<file path="config.mk">
export PLATFORM = sky130hd
export DESIGN_NAME = dma_cmd_scheduler
export DESIGN_NICKNAME = d
export VERILOG_FILES = /design/src/rtl/dma_sched_pkg.sv /design/src/rtl/ring_ptr.sv /design/src/rtl/dma_cmd_scheduler.sv
export SDC_FILE = /design/constraint.sdc
export NUM_CORES = 1
export LEC_CHECK = 0
export ABC_AREA = 1
export CAP_MARGIN = 20
export CORE_UTILIZATION = 62
export DETAILED_ROUTE_END_ITERATION = 8
export GPL_TIMING_DRIVEN = 0
export PLACE_DENSITY_LB_ADDON = 0.25
export SLEW_MARGIN = 0
export SYNTH_ARGS = -nofsm -noshare
export SYNTH_HDL_FRONTEND = slang
export SYNTH_SLANG_ARGS = --single-unit
</file>
<file path="constraint.sdc">
create_clock -name clk -period 7.05 [get_ports clk]
set_input_delay 1.41 -clock clk [delete_from_list [all_inputs] [get_ports clk]]
set_output_delay 1.41 -clock clk [all_outputs]
set_load 0.03 [all_outputs]
</file>
<file path="src/rtl/dma_sched_pkg.sv">
// Shared types and constants for the DDR ring-buffer command scheduler.
//   sched_state_t   : scheduler FSM states
//   grant_t         : round-robin grant encoding (GRANT_WR / GRANT_RD)
//   MAX_BURST_BYTES : largest legal burst length in bytes
package dma_sched_pkg;

  typedef enum logic [2:0] {
    S_IDLE    = 3'd0,
    S_WR_REQ  = 3'd1,
    S_WR_WAIT = 3'd2,
    S_RD_REQ  = 3'd3,
    S_RD_WAIT = 3'd4
  } sched_state_t;

  typedef enum logic {
    GRANT_WR = 1'b0,
    GRANT_RD = 1'b1
  } grant_t;

  localparam int unsigned MAX_BURST_BYTES = 4096;

endpackage

</file>
<file path="src/rtl/ring_ptr.sv">
// Ring-buffer pointer register with wrap.
//   clk, reset          : clock, synchronous active-high reset (pointer -> 0)
//   load                : load base_addr (has priority over advance)
//   advance             : move pointer forward by step, wrapping to base_addr
//   base_addr, end_addr : ring bounds, [base, end)
//   step                : advance amount in bytes
//   ptr                 : current pointer value
module ring_ptr
  import dma_sched_pkg::*;
#(
  parameter int unsigned AXI_ADDR_WIDTH = 32,
  parameter int unsigned LEN_WIDTH      = 13
) (
  input  logic                      clk,
  input  logic                      reset,
  input  logic                      load,
  input  logic                      advance,
  input  logic [AXI_ADDR_WIDTH-1:0] base_addr,
  input  logic [AXI_ADDR_WIDTH-1:0] end_addr,
  input  logic [LEN_WIDTH-1:0]      step,
  output logic [AXI_ADDR_WIDTH-1:0] ptr
);

  logic [AXI_ADDR_WIDTH-1:0] ptr_q, ptr_d;
  logic [AXI_ADDR_WIDTH:0]   sum;

  // One extra bit on the sum so a ring ending at the top of the address
  // space still compares correctly against end_addr.
  always_comb begin
    sum   = {1'b0, ptr_q} + (AXI_ADDR_WIDTH + 1)'(step);
    ptr_d = ptr_q;
    if (load) begin
      ptr_d = base_addr;
    end else if (advance) begin
      ptr_d = (sum >= {1'b0, end_addr}) ? base_addr : sum[AXI_ADDR_WIDTH-1:0];
    end
  end

  always_ff @(posedge clk) begin
    if (reset) ptr_q <= '0;
    else       ptr_q <= ptr_d;
  end

  assign ptr = ptr_q;

endmodule

</file>
<file path="src/rtl/dma_cmd_scheduler.sv">
// DDR ring-buffer command scheduler in front of the DMA user command ports.
// Issues write bursts when the source buffer holds a burst and the ring has
// room, read bursts when the ring holds a burst and the sink has room.
// Round-robin between the two sides, one command outstanding at a time.
//   clk, reset                 : clock, synchronous active-high reset
//   enable                     : allow new commands; low while idle flushes ring
//   cfg_base/end_addr, cfg_burst_len : ring bounds [base,end) and burst bytes
//   wr_level, rd_space         : source bytes ready / sink bytes free
//   wr_cmd_* / rd_cmd_*        : command handshake + payload per side
//   wr_done, rd_done           : one-cycle burst completion pulses
//   fill_bytes                 : bytes written to the ring and not yet read
//   busy                       : FSM not idle
//   err_spurious               : sticky, done pulse outside its WAIT state
module dma_cmd_scheduler
  import dma_sched_pkg::*;
#(
  parameter int unsigned AXI_ADDR_WIDTH = 32,
  parameter int unsigned LEN_WIDTH      = 13,
  parameter int unsigned LVL_WIDTH      = 16
) (
  input  logic                      clk,
  input  logic                      reset,
  input  logic                      enable,
  input  logic [AXI_ADDR_WIDTH-1:0] cfg_base_addr,
  input  logic [AXI_ADDR_WIDTH-1:0] cfg_end_addr,
  input  logic [LEN_WIDTH-1:0]      cfg_burst_len,
  input  logic [LVL_WIDTH-1:0]      wr_level,
  input  logic [LVL_WIDTH-1:0]      rd_space,
  output logic                      wr_cmd_valid,
  input  logic                      wr_cmd_ready,
  output logic [AXI_ADDR_WIDTH-1:0] wr_cmd_addr,
  output logic [LEN_WIDTH-1:0]      wr_cmd_length,
  input  logic                      wr_done,
  output logic                      rd_cmd_valid,
  input  logic                      rd_cmd_ready,
  output logic [AXI_ADDR_WIDTH-1:0] rd_cmd_addr,
  output logic [LEN_WIDTH-1:0]      rd_cmd_length,
  input  logic                      rd_done,
  output logic [AXI_ADDR_WIDTH-1:0] fill_bytes,
  output logic                      busy,
  output logic                      err_spurious
);

  sched_state_t              state_q;
  grant_t                    last_grant_q;
  logic [AXI_ADDR_WIDTH-1:0] fill_q;
  logic                      wr_valid_q, rd_valid_q, busy_q, err_q;
  logic [AXI_ADDR_WIDTH-1:0] wr_addr_q, rd_addr_q;
  logic [LEN_WIDTH-1:0]      wr_len_q, rd_len_q;

  logic [AXI_ADDR_WIDTH-1:0] wr_ptr, rd_ptr, ring_size, burst, level, space;
  logic                      wr_elig, rd_elig, flush, wr_adv, rd_adv;

  assign burst     = AXI_ADDR_WIDTH'(cfg_burst_len);
  assign level     = AXI_ADDR_WIDTH'(wr_level);
  assign space     = AXI_ADDR_WIDTH'(rd_space);
  assign ring_size = cfg_end_addr - cfg_base_addr;

  assign wr_elig = enable && (level >= burst) && ((ring_size - fill_q) >= burst);
  assign rd_elig = enable && (fill_q >= burst) && (space >= burst);

  assign flush  = (state_q == S_IDLE) && !enable;
  assign wr_adv = (state_q == S_WR_WAIT) && wr_done;
  assign rd_adv = (state_q == S_RD_WAIT) && rd_done;

  ring_ptr #(.AXI_ADDR_WIDTH(AXI_ADDR_WIDTH), .LEN_WIDTH(LEN_WIDTH)) u_wr_ptr (
    .clk(clk), .reset(reset), .load(flush), .advance(wr_adv),
    .base_addr(cfg_base_addr), .end_addr(cfg_end_addr), .step(cfg_burst_len),
    .ptr(wr_ptr)
  );

  ring_ptr #(.AXI_ADDR_WIDTH(AXI_ADDR_WIDTH), .LEN_WIDTH(LEN_WIDTH)) u_rd_ptr (
    .clk(clk), .reset(reset), .load(flush), .advance(rd_adv),
    .base_addr(cfg_base_addr), .end_addr(cfg_end_addr), .step(cfg_burst_len),
    .ptr(rd_ptr)
  );

  always_ff @(posedge clk) begin
    if (reset) begin
      state_q      <= S_IDLE;
      last_grant_q <= GRANT_RD;
      fill_q       <= '0;
      wr_valid_q   <= 1'b0;
      rd_valid_q   <= 1'b0;
      wr_addr_q    <= '0;
      rd_addr_q    <= '0;
      wr_len_q     <= '0;
      rd_len_q     <= '0;
      busy_q       <= 1'b0;
      err_q        <= 1'b0;
    end else begin
      if ((wr_done && state_q != S_WR_WAIT) || (rd_done && state_q != S_RD_WAIT))
        err_q <= 1'b1;

      unique case (state_q)
        S_IDLE: begin
          // Write wins unless read is also eligible and write had the last grant.
          if (wr_elig && (!rd_elig || last_grant_q == GRANT_RD)) begin
            state_q      <= S_WR_REQ;
            last_grant_q <= GRANT_WR;
            wr_valid_q   <= 1'b1;
            wr_addr_q    <= wr_ptr;
            wr_len_q     <= cfg_burst_len;
            busy_q       <= 1'b1;
          end else if (rd_elig) begin
            state_q      <= S_RD_REQ;
            last_grant_q <= GRANT_RD;
            rd_valid_q   <= 1'b1;
            rd_addr_q    <= rd_ptr;
            rd_len_q     <= cfg_burst_len;
            busy_q       <= 1'b1;
          end else if (!enable) begin
            fill_q <= '0;
          end
        end
        S_WR_REQ: begin
          if (wr_cmd_ready) begin
            wr_valid_q <= 1'b0;
            state_q    <= S_WR_WAIT;
          end
        end
        S_WR_WAIT: begin
          if (wr_done) begin
            fill_q  <= fill_q + burst;
            state_q <= S_IDLE;
            busy_q  <= 1'b0;
          end
        end
        S_RD_REQ: begin
          if (rd_cmd_ready) begin
            rd_valid_q <= 1'b0;
            state_q    <= S_RD_WAIT;
          end
        end
        S_RD_WAIT: begin
          if (rd_done) begin
            fill_q  <= fill_q - burst;
            state_q <= S_IDLE;
            busy_q  <= 1'b0;
          end
        end
        default: begin
          state_q <= S_IDLE;
          busy_q  <= 1'b0;
        end
      endcase
    end
  end

  assign wr_cmd_valid  = wr_valid_q;
  assign wr_cmd_addr   = wr_addr_q;
  assign wr_cmd_length = wr_len_q;
  assign rd_cmd_valid  = rd_valid_q;
  assign rd_cmd_addr   = rd_addr_q;
  assign rd_cmd_length = rd_len_q;
  assign fill_bytes    = fill_q;
  assign busy          = busy_q;
  assign err_spurious  = err_q;

endmodule

</file>
## Word-level counts from Yosys, hierarchy flattened

Cells that the tools add are included.

- Register bits after elaboration: 194
- Output and inout bits: 126

- $add $sub $neg: 6
- $lt $le $gt $ge: 6
- Equal/unequal tests: 16
- Mux-type cells: 31
- Bitwise operators: 2
- Reduce and logical (&&, ||, !) cells: 30

Operators with widths:

| kind | number |
|---|---|
| $mux W32 | 11 |
| $pmux W32 S3 | 1 |
| $add A32 B13 Y33 | 2 |
| $ge A33 B32 Y1 | 2 |
| $ge A32 B13 Y1 | 2 |
| $sub A32 B32 Y32 | 2 |
| $add A32 B13 Y32 | 1 |
| $ge A16 B13 Y1 | 2 |
| $sub A32 B13 Y32 | 1 |
| $mux W3 | 6 |
| $ne A2 B2 Y1 const B | 8 |
| $pmux W3 S5 | 1 |
| $logic_and A1 B1 Y1 | 10 |
| $reduce_bool A2 Y1 | 5 |
| $mux W1 | 9 |
| $reduce_and A4 Y1 | 2 |
| $eq A3 B2 Y1 const B | 2 |
| $ne A3 B2 Y1 const B | 2 |
| $reduce_and A3 Y1 | 2 |
| $reduce_and A6 Y1 | 1 |
| $reduce_and A5 Y1 | 1 |
| $pmux W1 S2 | 2 |
| $pmux W1 S4 | 1 |
| $reduce_and A2 Y1 | 2 |
| 10 further kinds | 13 |

## Depth between registers and ports, before layout

- Depth after elaboration: 8
- Mapped depth: 32

## Modules after synthesis

A second synthesis with hierarchy kept.

- Cell total of the unflattened synthesis: 3066
- Area, all modules: 19484.9 µm²

Modules (own cells, without submodules):

| module | instances | cells an instance | area each (µm²) | sequential area each (µm²) |
|---|---|---|---|---|
| dma_cmd_scheduler | 1 | 1818 | 11523.6 | 2602.5 |
| ring_ptr (u_rd_ptr) | 1 | 615 | 3995.1 | 640.6 |
| ring_ptr (u_wr_ptr) | 1 | 633 | 3966.3 | 640.6 |

## Worst setup path before layout

No wires, ideal clock.

- Path kind: input to register
- From: input port cfg_burst_len[0]
- To: register u_wr_ptr.ptr_q[28], in the netlist u_wr_ptr.ptr[28]
- Arrival: 4.728 ns
- Slack: 2.213 ns
- Stages on the path: 28
- Cell sequence: ha_1 -> fa_1 -> nand2_1 -> inv_2 -> nand2_1 -> nand2_1 -> a21oi_2 -> o21bai_2 -> a21oi_1 -> o21ai_1 -> xnor2_1 -> inv_1 -> ha_1 -> a21oi_1 -> nor2_1 -> nor4_1 -> nand2_1 -> nand2_1 -> nand2_1 -> nand2_1 -> nand2_1 -> nand2_1 -> nand3_2 -> buf_2 -> o21ai_1 -> nand2_1 -> nand2_1 -> inv_1

- Longest elaborated chain between the ends: 5

RTL lines:

| item | line | source |
|---|---|---|
| start: declaration | dma_cmd_scheduler.sv:26 | `input logic [LEN_WIDTH-1:0] cfg_burst_len,` |
| $add A32 B13 Y33 (*) | ring_ptr.sv:30 | `sum = {1'b0, ptr_q} + (AXI_ADDR_WIDTH + 1)'(step);` |
| $ge A33 B32 Y1 | ring_ptr.sv:35 | `ptr_d = (sum >= {1'b0, end_addr}) ? base_addr : sum[AXI_ADDR_WIDTH-1:0];` |
| $mux W32 (*) | ring_ptr.sv:35 |  |
| $mux W32 (*) | ring_ptr.sv:34 | `end else if (advance) begin` |
| $mux W32 (*) | ring_ptr.sv:32 | `if (load) begin` |
| end signal: assignment | ring_ptr.sv:41 | `else ptr_q <= ptr_d;` |
| end: declaration | ring_ptr.sv:24 | `logic [AXI_ADDR_WIDTH-1:0] ptr_q, ptr_d;` |

Every way passes the cells marked *; elsewhere a longest branch is shown, timed or not. The select of a mux whose other input is x is not followed.
A chain may end at the register's enable or synchronous reset.

## Worst setup path in the final report

- From: input port cfg_burst_len[0]
- To: register u_wr_ptr.ptr_q[14], in the netlist u_wr_ptr.ptr[14]

The elaborated chain is that of the path after synthesis.

==> reports/qor.txt <==
total length of routed wires -> 74.6 mm
Reg2Reg Depth -> 23
Final Cycle Share -> 94.6%
Yosys reg bits -> 194
most common cell in the netlist -> nand2_1
leakage -> 10.7 nW
Total Nets Final -> 3504
CP arrival -> 7.01 ns
PostCTS Resize Cnt -> 0
mean routed wirelength per cell -> 20.9 µm
largest net degree at the start of global routing -> 20
std cell rows -> 62
syn_nets -> 3245
share of cells above drive strength 1 -> 3.97%
CTS Buf Count -> 17
Post-synth top flop -> dfxtp_1
Area Overhead vs Synth -> 18.8%
top post-synthesis cells by area -> dfxtp_1 (21%), ha_1 (13%), nand2_1 (13%), inv_1 (9.9%), a21oi_1 (7.6%)
setup TNS -> 0 ns
clock sink count -> 194
Critical Path Source Type -> input port
maxcap violations -> 0
GPL Wtd Cong -> 1.09
post-DP HPWL -> 59.2 mm
status -> complete, no violations
Worst-Skew Late Latency -> 0.47 ns
Max H-tree Level -> 4
WS Path Type -> input port to register
core area -> 0.0290 mm²
residual antenna-violating net count after detailed routing -> 0
hold depth -> 2
Synth top area share -> 21.0%
via density per instance -> 6.10
Fmax -> 150 MHz
min Tclk post-route -> 6.67 ns
Top Ports -> 242
drt first pass iters -> 7
Cell Area, Placed -> 0.0213 mm²
first-pass GRT wire length -> 110 mm
post-synth top area cell -> dfxtp_1
Die Height -> 175 µm
worst-path fanout max -> 10
Worst Path Required -> 7.39 ns
Worst-Margin Slew -> 0.948 ns
Non-Filler Cell Area, Final -> 0.0219 mm²
routed via count -> 21733
Int Pwr -> 4.32 mW
EDFF count, synth -> 0
initial antenna violation count -> 1
Seq/Total Area, Yosys -> 21.0%
Clock Path Buffers -> 2
Worst Clk Skew -> 0.0195 ns
vias in the first global route -> 19835
Max VDD drop -> 0.290 mV
Seq pwr share -> 18.8%
DRC Markers -> 0
# Post-CTS Setup Buffers -> 0
cts hold-fix bufs -> 0
fin. max-slew vios -> 0
Synth cell types -> 55
Avg Inst Size Synth -> 6.35 µm²
synth cell count leaders -> nand2_1 (618), inv_1 (485), a21oi_1 (280)
initial core utilization -> 63.6%
Logic pwr share -> 71.1%
final core utilization -> 75.6%
Synth Cell Area -> 0.0185 mm²
post-synthesis cell count -> 2906
RSZ-0062 raised after global routing -> no
die area -> 0.0305 mm²
Slew HR -> 36.6%
FILL cells -> 2296
I/O Buffers -> 240
1st-iter DRT viols -> 3449
CTS tree -> done
Pwr Density -> 455 mW/mm²
final setup fails -> 0
clock-pin slew on the worst setup and hold paths -> 0.07 ns
GRT Util Overall -> 47.5%
endpoint class of the critical path -> register
Hold WC Path Type -> register to register
Final Hold Viols -> 0
Root Buffer -> clkbuf_16
Sw Pwr -> 5.66 mW
clock network fraction of total power -> 10.2%
Sw Ratio -> 56.7%
Syn. warnings -> 0
Post-synth ARST share -> 0%
GRT overflow -> 0
Die X -> 175 µm
==> cell families after synthesis <==
group	Yosys count	share of synthesized area, %
AO/OA/AOI/OAI	609	17.6
adder cells (fa/ha/maj)	223	16.5
XOR/XNOR	80	3.80
AND/OR/NAND/NOR	1189	27.8
buffers and inverters	611	13.2
flip-flops	194	21.0
==> power groups by stage <==
stage               registers, mW  clock network [mW]  logic [mW]
global placement             1.85                   0        6.58
CTS                          1.84                1.00        6.84
floorplan                    2.12                   0        4.46
finish                       1.87                1.01        7.09
detailed placement           1.86                   0        6.79
global route                 1.89                1.04        7.71
==> sequential cells by signal, indices dropped and copies added, names as in the netlist <==
signal,count
fill_bytes,32
rd_cmd_addr,32
u_rd_ptr.ptr,32
u_wr_ptr.ptr,32
wr_cmd_addr,32
rd_cmd_length,13
wr_cmd_length,13
state_q,3
busy,1
err_spurious,1
last_grant_q,1
rd_cmd_valid,1
wr_cmd_valid,1
==> placed cells by master, fill, tap and decap left out, types with 6 or more instances in the layout <==
master | synthesis | final
o21ai_0 | 198 | 198
a21o_1 | 9 | 9
nor3_1 | 38 | 38
o211ai_1 | 6 | 6
nor4_1 | 17 | 17
a21oi_1 | 280 | 280
dfxtp_1 | 194 | 194
nand4_1 | 81 | 81
nand3_1 | 148 | 148
xor2_1 | 59 | 59
nand2_2 | 8 | 8
clkbuf_16 | 0 | 17
xnor2_1 | 21 | 21
buf_2 | 23 | 23
inv_2 | 19 | 19
clkbuf_1 | 61 | 61
nand3b_1 | 8 | 8
o21ai_1 | 56 | 56
ha_1 | 188 | 188
buf_6 | 9 | 9
nor2_1 | 241 | 241
or2_2 | 6 | 6
nand2_1 | 618 | 618
clkdlybuf4s50_1 | 0 | 240
o21bai_1 | 29 | 29
inv_1 | 485 | 485
fa_1 | 35 | 35
==> area by class of cell <==
type | instances | area (µm²) | share of cell area, %
diodes | 1 | 2.50 | 0.0114
plain buffers | 104 | 542 | 2.47
clock buffers | 18 | 439 | 2.00
clock inverters | 13 | 140 | 0.639
inverters | 507 | 1900 | 8.68
multi-input cells | 2101 | 12100 | 55.3
flip-flops and latches | 194 | 3880 | 17.7
well taps | 384 | 480 | 2.19
repair buffers | 240 | 2400 | 11.0
==> through the flow <==
stage	instances	power [mW]	hold WS [ns]	setup slack, ns
6_report	3562	9.98	0.444	0.382
5_1_grt	3561	10.6	0.466	0.241
4_1_cts	3561	9.69	0.449	0.716
3_5_place_dp	3530	8.65	0.439	0.336
3_3_place_gp	3530	8.43	0.433	0.412
2_1_floorplan	2906	6.57	0.429	2.21
==> worst max-delay path, stage by stage <==
cell and delay (ns):
clkdlybuf4s50_1 0.82, ha_1 0.47, fa_1 0.41, nand2_1 0.09, inv_2 0.04, nand2_1 0.07, nand2_1 0.10, a21oi_2 0.28
o21bai_2 0.12, a21oi_1 0.31, o21ai_1 0.28, nand3_1 0.21, xnor2_1 0.15, ha_1 0.33, nand2_1 0.07, nor3_1 0.37
nand3b_1 0.13, nor4_1 0.20, nor3_1 0.11, nand3_2 0.18, clkbuf_1 0.40, o21ai_0 0.19, o21bai_1 0.19, inv_1 0.05
==> final timing paths <==
check,start,end,slack (ns)
setup reg to reg,u_wr_ptr.ptr[0]$_SDFFE_PP0P_,u_wr_ptr.ptr[14]$_SDFFE_PP0P_,2.07
setup / recovery,cfg_burst_len[0],u_wr_ptr.ptr[14]$_SDFFE_PP0P_,0.38
hold reg to reg,wr_cmd_addr[20]$_SDFFE_PP0P_,wr_cmd_addr[20]$_SDFFE_PP0P_,0.44
hold / removal,wr_cmd_addr[20]$_SDFFE_PP0P_,wr_cmd_addr[20]$_SDFFE_PP0P_,0.44
==> layer usage <==
metal,vias up,GRT usage [%],routed length [µm]
li1,9925,-,-
met1,9834,60.2,27500
met2,1627,71.8,30900
met3,343,10.9,10400
met4,4,32.2,5780
met5,-,0,42
(Power assumes the default switching activity.)
==> edit, RTL diff (config.mk and constraints unchanged) <==
`AXI_ADDR_WIDTH` is set to 32 in 2 places; all go to 48.
--- a/src/rtl/ring_ptr.sv
+++ b/src/rtl/ring_ptr.sv
@@ -10,3 +10,3 @@
 #(
-  parameter int unsigned AXI_ADDR_WIDTH = 32,
+  parameter int unsigned AXI_ADDR_WIDTH = 48,
   parameter int unsigned LEN_WIDTH      = 13
--- a/src/rtl/dma_cmd_scheduler.sv
+++ b/src/rtl/dma_cmd_scheduler.sv
@@ -16,3 +16,3 @@
 #(
-  parameter int unsigned AXI_ADDR_WIDTH = 32,
+  parameter int unsigned AXI_ADDR_WIDTH = 48,
   parameter int unsigned LEN_WIDTH      = 13,
Interface: changed (5 resized); port bits go from 242 to 322. No check against the original RTL was run, so the function may have changed too.
==> edit against the unedited design <==
- the run now ends with setup timing left
- highest routed layer unchanged
- final area rose by 44%
- hold slack improved by 0.0024 ns
- largest power group unchanged
- power rose by 45%
- critical path depth rose by 3
- via count rose by 49%
- count of clock-buffer cells in the layout rose by 18
- clock power rose by 67%
- area after synthesis rose by 44%
- worst setup slack got worse by 0.41 ns
- wire length rose by 58%
- clock skew fell by 0.00056 ns
- sequential cell count rose by 80
==> edit: results (changes against the unedited design) <==
Layout
  • Count of buffers not belonging to the clock network in the layout: 460 (+34%)
  • Clock network area share: 0.03221 (+0.005784)
  • Logic inverters: 814 (+61%)
  • Ratio of cells with drive above 1 in the final layout: 0.04326 (+0.003603)
  • Total of fill cells in the finished design: 3,380 (+47%)
  • Register share of the cell area: 0.1737 (-0.003479)
  • Final antenna diode count: 6 (+5)

Synth
  • Syn_area_per_cell: 6.238 um2 (-1.8%)
  • Post-synth top cells: sky130_fd_sc_hd__nand2_1 (902), sky130_fd_sc_hd__inv_1 (795), sky130_fd_sc_hd__a21oi_1 (416), sky130_fd_sc_hd__nor2_1 (334), sky130_fd_sc_hd__o21ai_0 (295)
  • Number of synthesized register bits: 274 (+41%)

GRT
  • Wire length of the first global-routing pass: 172.0 mm (+56%)
  • Maximum number of pins on one net before global-route repair: 17 (-15%)
  • Met2 usage in global routing: 0.7248 (+0.007198)
  • Number of global-route vias before repair: 29,084 (+47%)
  • Global routing usage summed across all routing layers: 0.5200 (+0.04473)
  • Number of antenna violations at the first check in global routing: 6 (+5)
  • Global-route met3 utilization: 0.2241 (+0.1147)

Placed design
  • Post-placement setup slack: -0.7501 ns (-1.086 ns)
  • Port Buffers: 320 (+33%)
  • Total half-perimeter wirelength after legalization and detailed placement: 94.41 mm (+59%)

Routing
  • Wire length after detailed routing: 118.0 mm (+58%)
  • WL/cell: 22.74 um (+8.5%)
  • Initial DRC count: 5,600 (+62%)
  • Routed wl met3: 21.28 mm (+100%)

Run status
  • Run status: complete, but fails checks
  • Violated checks: setup timing

Pwr
  • Peak ir drop on the vdd network: 0.3139 mV (+8.2%)
  • Power consumed by the clock network: 1.69 mW (+67%)
  • Proportion of total power due to net switching: 0.5774 (+0.01009)

STA
  • Worst clock skew: 0.01891 ns (-0.0005585 ns)
  • Least setup slack across all paths after layout: -0.02415 ns (-0.4060 ns)
  • Worst slew margin: 0.1356 (-0.2304)
  • Setup violations, final: 2 (+2)

Clock network
  • Clock latency reported for the late side of the worst-skew pair: 0.64 ns (+0.17 ns)
  • Resize count post-CTS: 1 (+1)
  • Htree depth: 1 (-3)
  • Number of buffers added by the clock tree synthesis step: 31 (+14)

Setup path
  • Crit path max-delay family: compound AO/OA/AOI/OAI gates
  • Worst EP arrival: 7.57 ns (+0.56 ns)

Floorplanning
  • Num rows: 75 (+21%)
[edit: worst paths after layout]
check / start / end / slack, ns / depth (start not counted)
setup reg to reg: u_wr_ptr.ptr[6] / u_wr_ptr.ptr[12] / 0.87 / 26
hold reg to reg: wr_cmd_addr[14] / wr_cmd_addr[14] / 0.45 / 2
hold / removal: wr_cmd_addr[14] / wr_cmd_addr[14] / 0.45 / 2
setup / recovery: cfg_burst_len[4] / u_wr_ptr.ptr[12] / -0.02 / 27
[edit: logic make-up after synthesis]
group	Yosys count	synth area share
AOI/OAI and AO/OA	897	0.1804
xor gates and xnor gates	120	0.03950
adders and majority gates	287	0.1493
buffers and inverters	952	0.1413
DFF	274	0.2061
and+or+nand+nor	1736	0.2833
[edit: metrics by stage]
step                  TNS, ns  hold slack (ns)
global route        -0.004829           0.4699
finish               -0.03001           0.4464
detailed placement     -39.53           0.4364
global placement       -30.73           0.4316
floorplan                   0           0.4502
CTS                         0           0.4456
